==> src/rtl/mod_n_arbiter.sv <==
// mod_n_arbiter: round-robin arbiter sharing one mod-N reduction unit between two requesters
module mod_n_arbiter #(
  parameter int REGISTER_SIZE = 32,
  parameter int BITS_IN_NUM   = 4096,
  parameter int RESULT_BLOCKS = BITS_IN_NUM / REGISTER_SIZE
) (
  input  logic                     clk_in,
  input  logic                     rst_in,
  input  logic [1:0]               req_in,
  input  logic [REGISTER_SIZE-1:0] num0_in,
  input  logic [REGISTER_SIZE-1:0] num1_in,
  input  logic [1:0]               valid_in,
  output logic [1:0]               grant_out,
  output logic [REGISTER_SIZE-1:0] mod_num_out,
  output logic                     mod_valid_out,
  input  logic [REGISTER_SIZE-1:0] mod_data_in,
  input  logic                     mod_valid_in,
  output logic [REGISTER_SIZE-1:0] res_data_out,
  output logic [1:0]               res_valid_out,
  output logic                     res_last_out,
  output logic                     busy_out,
  output logic                     err_out
);
  localparam int NUM_BLOCKS = BITS_IN_NUM / REGISTER_SIZE;
  localparam int IW = NUM_BLOCKS > 1 ? $clog2(NUM_BLOCKS) : 1;
  localparam int RW = RESULT_BLOCKS > 1 ? $clog2(RESULT_BLOCKS) : 1;
  typedef enum logic [1:0] {IDLE, STREAM, DRAIN} state_t;
  state_t          r_state, w_next;
  logic            r_owner, r_last_served;
  logic [IW-1:0]   r_icnt;
  logic [RW-1:0]   r_rcnt;
  logic            w_pick, w_start, w_in_fire, w_in_done, w_res_fire, w_res_done;
  logic [1:0]      w_owner_oh;
  assign w_pick     = &req_in ? ~r_last_served : req_in[1];
  assign w_start    = r_state == IDLE && |req_in;
  assign w_in_fire  = r_state == STREAM && valid_in[r_owner];
  assign w_in_done  = w_in_fire && r_icnt == IW'(NUM_BLOCKS - 1);
  assign w_res_fire = r_state == DRAIN && mod_valid_in;
  assign w_res_done = w_res_fire && r_rcnt == RW'(RESULT_BLOCKS - 1);
  assign w_owner_oh = r_owner ? 2'b10 : 2'b01;
  // state register
  always_ff @(posedge clk_in) begin
    if (rst_in) r_state <= IDLE;
    else r_state <= w_next;
  end
  // next state: grant on request, drain after the last operand block, idle after the last result
  always_comb begin
    w_next = w_start ? STREAM : w_in_done ? DRAIN : w_res_done ? IDLE : r_state;
  end
  // outputs decoded from state; operand stream is a combinational mux of the owner's inputs
  always_comb begin
    grant_out     = r_state == STREAM ? w_owner_oh : 2'b00;
    mod_valid_out = w_in_fire;
    mod_num_out   = r_state == STREAM ? (r_owner ? num1_in : num0_in) : '0;
    busy_out      = r_state != IDLE;
  end
  // owner, round-robin history and block counters; counters clear at their terminal count
  always_ff @(posedge clk_in) begin
    if (rst_in) begin
      r_owner       <= 1'b0;
      r_last_served <= 1'b1;
      r_icnt        <= '0;
      r_rcnt        <= '0;
    end else begin
      if (w_start) r_owner <= w_pick;
      if (w_res_done) r_last_served <= r_owner;
      r_icnt <= w_in_done ? '0 : w_in_fire ? r_icnt + 1'b1 : r_icnt;
      r_rcnt <= w_res_done ? '0 : w_res_fire ? r_rcnt + 1'b1 : r_rcnt;
    end
  end
  // registered result stream steered to the owner; stray results are dropped and flagged
  always_ff @(posedge clk_in) begin
    if (rst_in) begin
      res_data_out  <= '0;
      res_valid_out <= 2'b00;
      res_last_out  <= 1'b0;
      err_out       <= 1'b0;
    end else begin
      res_valid_out <= w_res_fire ? w_owner_oh : 2'b00;
      res_last_out  <= w_res_done;
      if (w_res_fire) res_data_out <= mod_data_in;
      err_out <= err_out | (mod_valid_in && r_state != DRAIN);
    end
  end
endmodule

==> config.mk <==
export PLATFORM = sky130hd
export DESIGN_NAME = mod_n_arbiter
export DESIGN_NICKNAME = d
export VERILOG_FILES = /design/src/rtl/mod_n_arbiter.sv
export SDC_FILE = /design/constraint.sdc
export NUM_CORES = 1
export LEC_CHECK = 0
export CORE_ASPECT_RATIO = 0.8
export CORE_MARGIN = 4
export CORE_UTILIZATION = 37
export DETAILED_ROUTE_END_ITERATION = 8
export PLACE_DENSITY_LB_ADDON = 0.12
export SLEW_MARGIN = 40
export SYNTH_ARGS = -nofsm -noshare
export SYNTH_HDL_FRONTEND = slang
export SYNTH_SLANG_ARGS = --single-unit
==> constraint.sdc <==
create_clock -name clk_in -period 2.57 [get_ports clk_in]
set_input_delay 0.3855 -clock clk_in [delete_from_list [all_inputs] [get_ports clk_in]]
set_output_delay 0.3855 -clock clk_in [all_outputs]
set_load 0.02 [all_outputs]
Word-level counts from Yosys, hierarchy flattened --
Cells that the tools add are included.
Storage, ports and cells: register bits after elaboration 54, word-level logic and storage cells 47, input port bits 103
Cells by class: order comparisons 1, mux-type cells 10, eq/ne operators 5, reduce and logical (&&, ||, !) cells 16, add/subtract/negate cells 2, bitwise gates (word level) 3
Operators with widths (count):
- 32-bit 2-to-1 mux | 2
- 7-bit by 1-bit adder with 7-bit output (second input constant) | 2
- 7-bit equality test (second input constant) | 2
- 2-bit OR reduction | 5
- 2-bit 2-to-1 mux | 4
- 1-bit logical AND | 6
- 1-bit 2-to-1 mux | 4
- 2-bit nonzero test | 2
- 3-bit nonzero test | 1
- 2-bit by 1-bit equality test with 1-bit output (second input constant) | 1
- 2-bit equality test (second input constant) | 1
- 2-bit logical NOT | 1
- 1-bit by 2-bit less-than comparator with 1-bit output (second input constant) | 1
- 2-bit != test (second input constant) | 1
- 1-bit inverter | 2
- 2-bit AND reduction | 1
- 1-bit OR | 1

Depth between registers and ports, before layout --
depth in word-level cells 6, mapped depth 5, depth with buffers taken out 4

Worst setup path before layout --
OpenSTA, ideal clock, no wires.
path kind reg2out, start reg r_state[1], end out mod_num_out[22], path slack 766 ps, required time 2184 ps, arrival time 1418 ps, cell stages (with the launch flop) 6, buffers on the path 2, path through dfxtp_1 -> nand2b_1 -> clkbuf_2 -> nor2_1 -> buf_2 -> a22o_1
Between the ends: word-level cells in the longest chain between the ends 2
Ends and longest elaborated chain:
- start, declared | line 28 | state_t r_state, w_next;
- start signal, assigned | line 44 | else r_state <= w_next;
- 2-bit by 1-bit equality test with 1-bit output | line 54 | mod_num_out = r_state == STREAM ? (r_owner ? num1_in : num0_in) : '0;
- 32-bit 2-to-1 mux | line 54
- end, declared | line 14 | output logic [REGISTER_SIZE-1:0] mod_num_out,
No other way between the ends.

Worst setup path after layout --
start reg r_state[1], end out grant_out[0]
Between the ends: word-level cells in the longest chain between the ends 2
Ends and longest elaborated chain:
- 2-bit by 1-bit equality test with 1-bit output | line 52 | grant_out = r_state == STREAM ? w_owner_oh : 2'b00;
- 2-bit 2-to-1 mux | line 52
- end, declared | line 13 | output logic [1:0] grant_out,
No other way between the ends.

==> out/qor.log <==
qor: route.detailedRoute.firstPassIterationCount 4
qor: cells_and_area.layout_common_cells sky130_fd_sc_hd__clkdlybuf4s50_1, sky130_fd_sc_hd__nand2_1, sky130_fd_sc_hd__dfxtp_1
qor: setup_path.critical_path_peak_fanout 33
qor: placed_design.globalplace.congestion 0.836
qor: clock_tree.cts.sink_count 54
qor: synthesis.share_of_yosys_cell_area_claimed_by_the_top_area_cell_type 0.450
qor: grt.track_usage 0.215
qor: sta.setup_violations 0
qor: sta.smallest_setup_slack_after_layout 0.186 ns
qor: placed_design.post_detail_place_hpwl 7.02 mm
qor: placed_design.placed_cells 533
qor: route.drcViolationCount 0
qor: setup_path.data_required_time_at_the_worst_endpoint 2.18 ns
qor: grt.grt_first_pass_wirelength 13.6 mm
qor: cells_and_area.post_route_cells_drive_above_1_share 0.0522
qor: power_and_ir_drop.p_comb_frac 0.285
qor: power_and_ir_drop.total_switching_power 0.000509 W
qor: power_and_ir_drop.p_seq_frac 0.455
qor: job.max-cap-violations 0
qor: floorplanning.floorplan.initialDensity 0.394
qor: synthesis.synthArstFlopShare 0
qor: grt.grt_antenna_before_repair 0
qor: setup_path.start_kind flip-flop
qor: power_and_ir_drop.power.static_leakage 1.97 nW
qor: synthesis.synth.yosys.seq_area_share 0.450
qor: status.status finished clean
qor: power_and_ir_drop.share_clk_of_total_power 0.260
qor: sta.setup_total_negative_slack 0 ns
qor: placed_design.port_buffers 174
qor: route.antenna_left 0
qor: clock_tree.cts.htree.levels 2
qor: cells_and_area.finalNetCount 564
qor: hold_path.min_path_type reg -> reg
qor: sta.rsz0062_at_grt false
qor: sta.period_share 0.928
qor: route.vias 2744
qor: sta.hold_slack 0.453 ns
qor: clock_tree.cts.reportedPaths.clkPinSlew 0.09 ns
qor: sta.achievable-frequency 0.419 GHz
qor: synthesis.postSynth.topFlopCell sky130_fd_sc_hd__dfxtp_1
qor: sta.final.min_clock_period 2.38 ns
qor: cells_and_area.final_cells 541
qor: cells_and_area.layout_commonest_cell sky130_fd_sc_hd__clkdlybuf4s50_1
qor: cells_and_area.seq_area 1080 sq um
qor: placed_design.place_ws 0.314 ns
qor: power_and_ir_drop.power 0.00188 W
qor: cells_and_area.antenna_cells_inserted 0
qor: route.avgViaCountPerCell 5.07
qor: clock_tree.clk_latency 0.31 ns
qor: synthesis.synth_nets 397
qor: grt.grt_start_max_net_pins 35
qor: synthesis.syn-instance-count 292
qor: floorplanning.design.die.area 7860 sq um
qor: power_and_ir_drop.netSwitchingFraction 0.271
qor: synthesis.number_of_flip_flops_and_latches_in_the_synthesized_netlist 54
qor: setup_path.timing.critical_path.arrival 2.00 ns
qor: cells_and_area.multiInputGateArea 1200 sq um
qor: floorplanning.standard_cell_row_count 25
qor: power_and_ir_drop.cellInternalPower 0.00137 W
qor: sta.slew-limit-headroom 0.566
qor: clock_tree.cts-root-buf sky130_fd_sc_hd__clkbuf_8
qor: synthesis.synth.distinct_cells 35
qor: floorplanning.die_w 98.1 um
qor: sta.timing_worst_slew_pin_value 0.644 ns
qor: route.drt-initial-drc-count 105
qor: grt.grt_pass1_vias 2803
qor: setup_path.criticalPathCategory reg -> out
qor: setup_path.end_kind primary output
qor: route.avgRoutedWirePerCell 16.8 um
qor: synthesis.ys.warnings.count 0
qor: synthesis.syn-cell-area 2400 sq um
qor: floorplanning.boundaryPins 175
qor: floorplanning.die_h 80.1 um
qor: cells_and_area.nFillCells 486
qor: clock_tree.clk_path_buf_depth 2
qor: synthesis.synth-edff-count 0
qor: power_and_ir_drop.ir_drop 0.251 mV
qor: route.drt-total-wl 9.10 mm
qor: sta.report.final.slew_viol_count 0
qor: synthesis.yosysTopAreaCell sky130_fd_sc_hd__dfxtp_1
qor: sta.skew 0.00752 ns
qor: grt.grt_overflow_total 0
qor: synthesis.mean_syn_cell_area 8.23 sq um
qor: synthesis.yosys-top-cells-area sky130_fd_sc_hd__dfxtp_1, sky130_fd_sc_hd__a22o_1, sky130_fd_sc_hd__nand2_1
qor: floorplanning.core_area 6100 sq um
qor: power_and_ir_drop.power.density 426 nW/um^2
qor: clock_tree.tritoncts done
qor: sta.timing.final.hold_violations 0
qor: clock_tree.cts_buffer_count 5
qor: cells_and_area.layout-area-overhead-vs-synth 83.1%
qor: clock_tree.cts.hold.buffers_added 0
==> power groups by stage <==
| stage | clock network (W) | logic, W | registers (W) |
|---|---|---|---|
| 4_1_cts | 0.000502 | 0.000551 | 0.000853 |
| 6_report | 0.000489 | 0.000535 | 0.000853 |
| 5_1_grt | 0.000539 | 0.000564 | 0.000855 |
| 3_3_place_gp | 0 | 0.000544 | 0.000871 |
| 3_5_place_dp | 0 | 0.000551 | 0.000872 |
| 2_1_floorplan | 0 | 0.000219 | 0.000871 |
==> synthesized netlist by cell type, types with 2 or more instances <==
cell type / n
sky130_fd_sc_hd__clkbuf_1: 11
sky130_fd_sc_hd__or4_1: 4
sky130_fd_sc_hd__o21ai_0: 8
sky130_fd_sc_hd__nor2_1: 7
sky130_fd_sc_hd__inv_1: 8
sky130_fd_sc_hd__o31ai_1: 6
sky130_fd_sc_hd__dfxtp_1: 54
sky130_fd_sc_hd__nand2_1: 70
sky130_fd_sc_hd__ha_1: 2
sky130_fd_sc_hd__a21oi_1: 46
sky130_fd_sc_hd__a22o_1: 32
sky130_fd_sc_hd__buf_2: 8
sky130_fd_sc_hd__nand3_1: 6
sky130_fd_sc_hd__or3_1: 6
sky130_fd_sc_hd__nor4_1: 2
sky130_fd_sc_hd__nor3_1: 3
==> critical path, stage by stage, from the launching register on <==
cell                              delay (ns)
sky130_fd_sc_hd__dfxtp_1                0.39
sky130_fd_sc_hd__nand2b_2               0.28
sky130_fd_sc_hd__nor2_2                 0.16
sky130_fd_sc_hd__buf_12                 0.20
sky130_fd_sc_hd__clkdlybuf4s50_1        0.65
==> cell type report <==
class	count	area share
Clock buffer	7	0.0196
Multi-Input combinational cell	208	0.272
Clock inverter	1	0.00114
Tap cell	81	0.0230
Sequential cell	54	0.246
Timing Repair Buffer	182	0.431
Inverter	8	0.00682
==> path summary, 6_finish.rpt <==
check | startpoint | end | slack (ns) | cells after the start
worst min-delay path | err_out$_SDFF_PP0_ | err_out$_SDFF_PP0_ | 0.45 | 2
worst max-delay path | r_state[1]$_SDFFE_PP0P_ | grant_out[0] | 0.19 | 4
worst min register to register | err_out$_SDFF_PP0_ | err_out$_SDFF_PP0_ | 0.45 | 2
worst max register to register | r_rcnt[0]$_SDFFE_PP0P_ | r_state[1]$_SDFFE_PP0P_ | 0.79 | 5
==> what timing repair did <==
item                                    in CTS  in global routing
buffers inserted                             0                  0
resized for setup                            3                 30
endpoints found under the setup margin      19                 30
==> registers in the layout, summed over array words and instances (netlist names) <==
register       count
r_state            2
res_last_out       1
res_data_out      32
r_owner            1
res_valid_out      2
r_icnt             7
err_out            1
r_last_served      1
r_rcnt             7
==> stage by stage <==
step           utilization  cell area, sq um
3_5_place_dp         0.694              4240
6_report             0.722              4400
5_1_grt              0.722              4400
2_1_floorplan            -              2400
4_1_cts              0.709              4330
3_3_place_gp         0.694              4240
==> kinds of logic (layout without fill, tap and decap cells) <==
logic type      Yosys count  after routing  share of synthesized area
simple gates            106            106                      0.204
flops                    54             54                      0.450
mux                       2              2                    0.00885
buf+inv                  30            198                     0.0547
compound gates           97             97                      0.269
fa+ha+maj                 2              2                     0.0104
xor+xnor                  1              1                    0.00364
==> routing by layer <==
layer  track usage  routed length, um  vias up
met1         0.237               3580     1266
met2         0.374               4570       94
met5             0                  0        -
li1              -                  -     1371
met4        0.0664                144        0
met3        0.0964                802       13
Power figures use the tool's default switching activity.
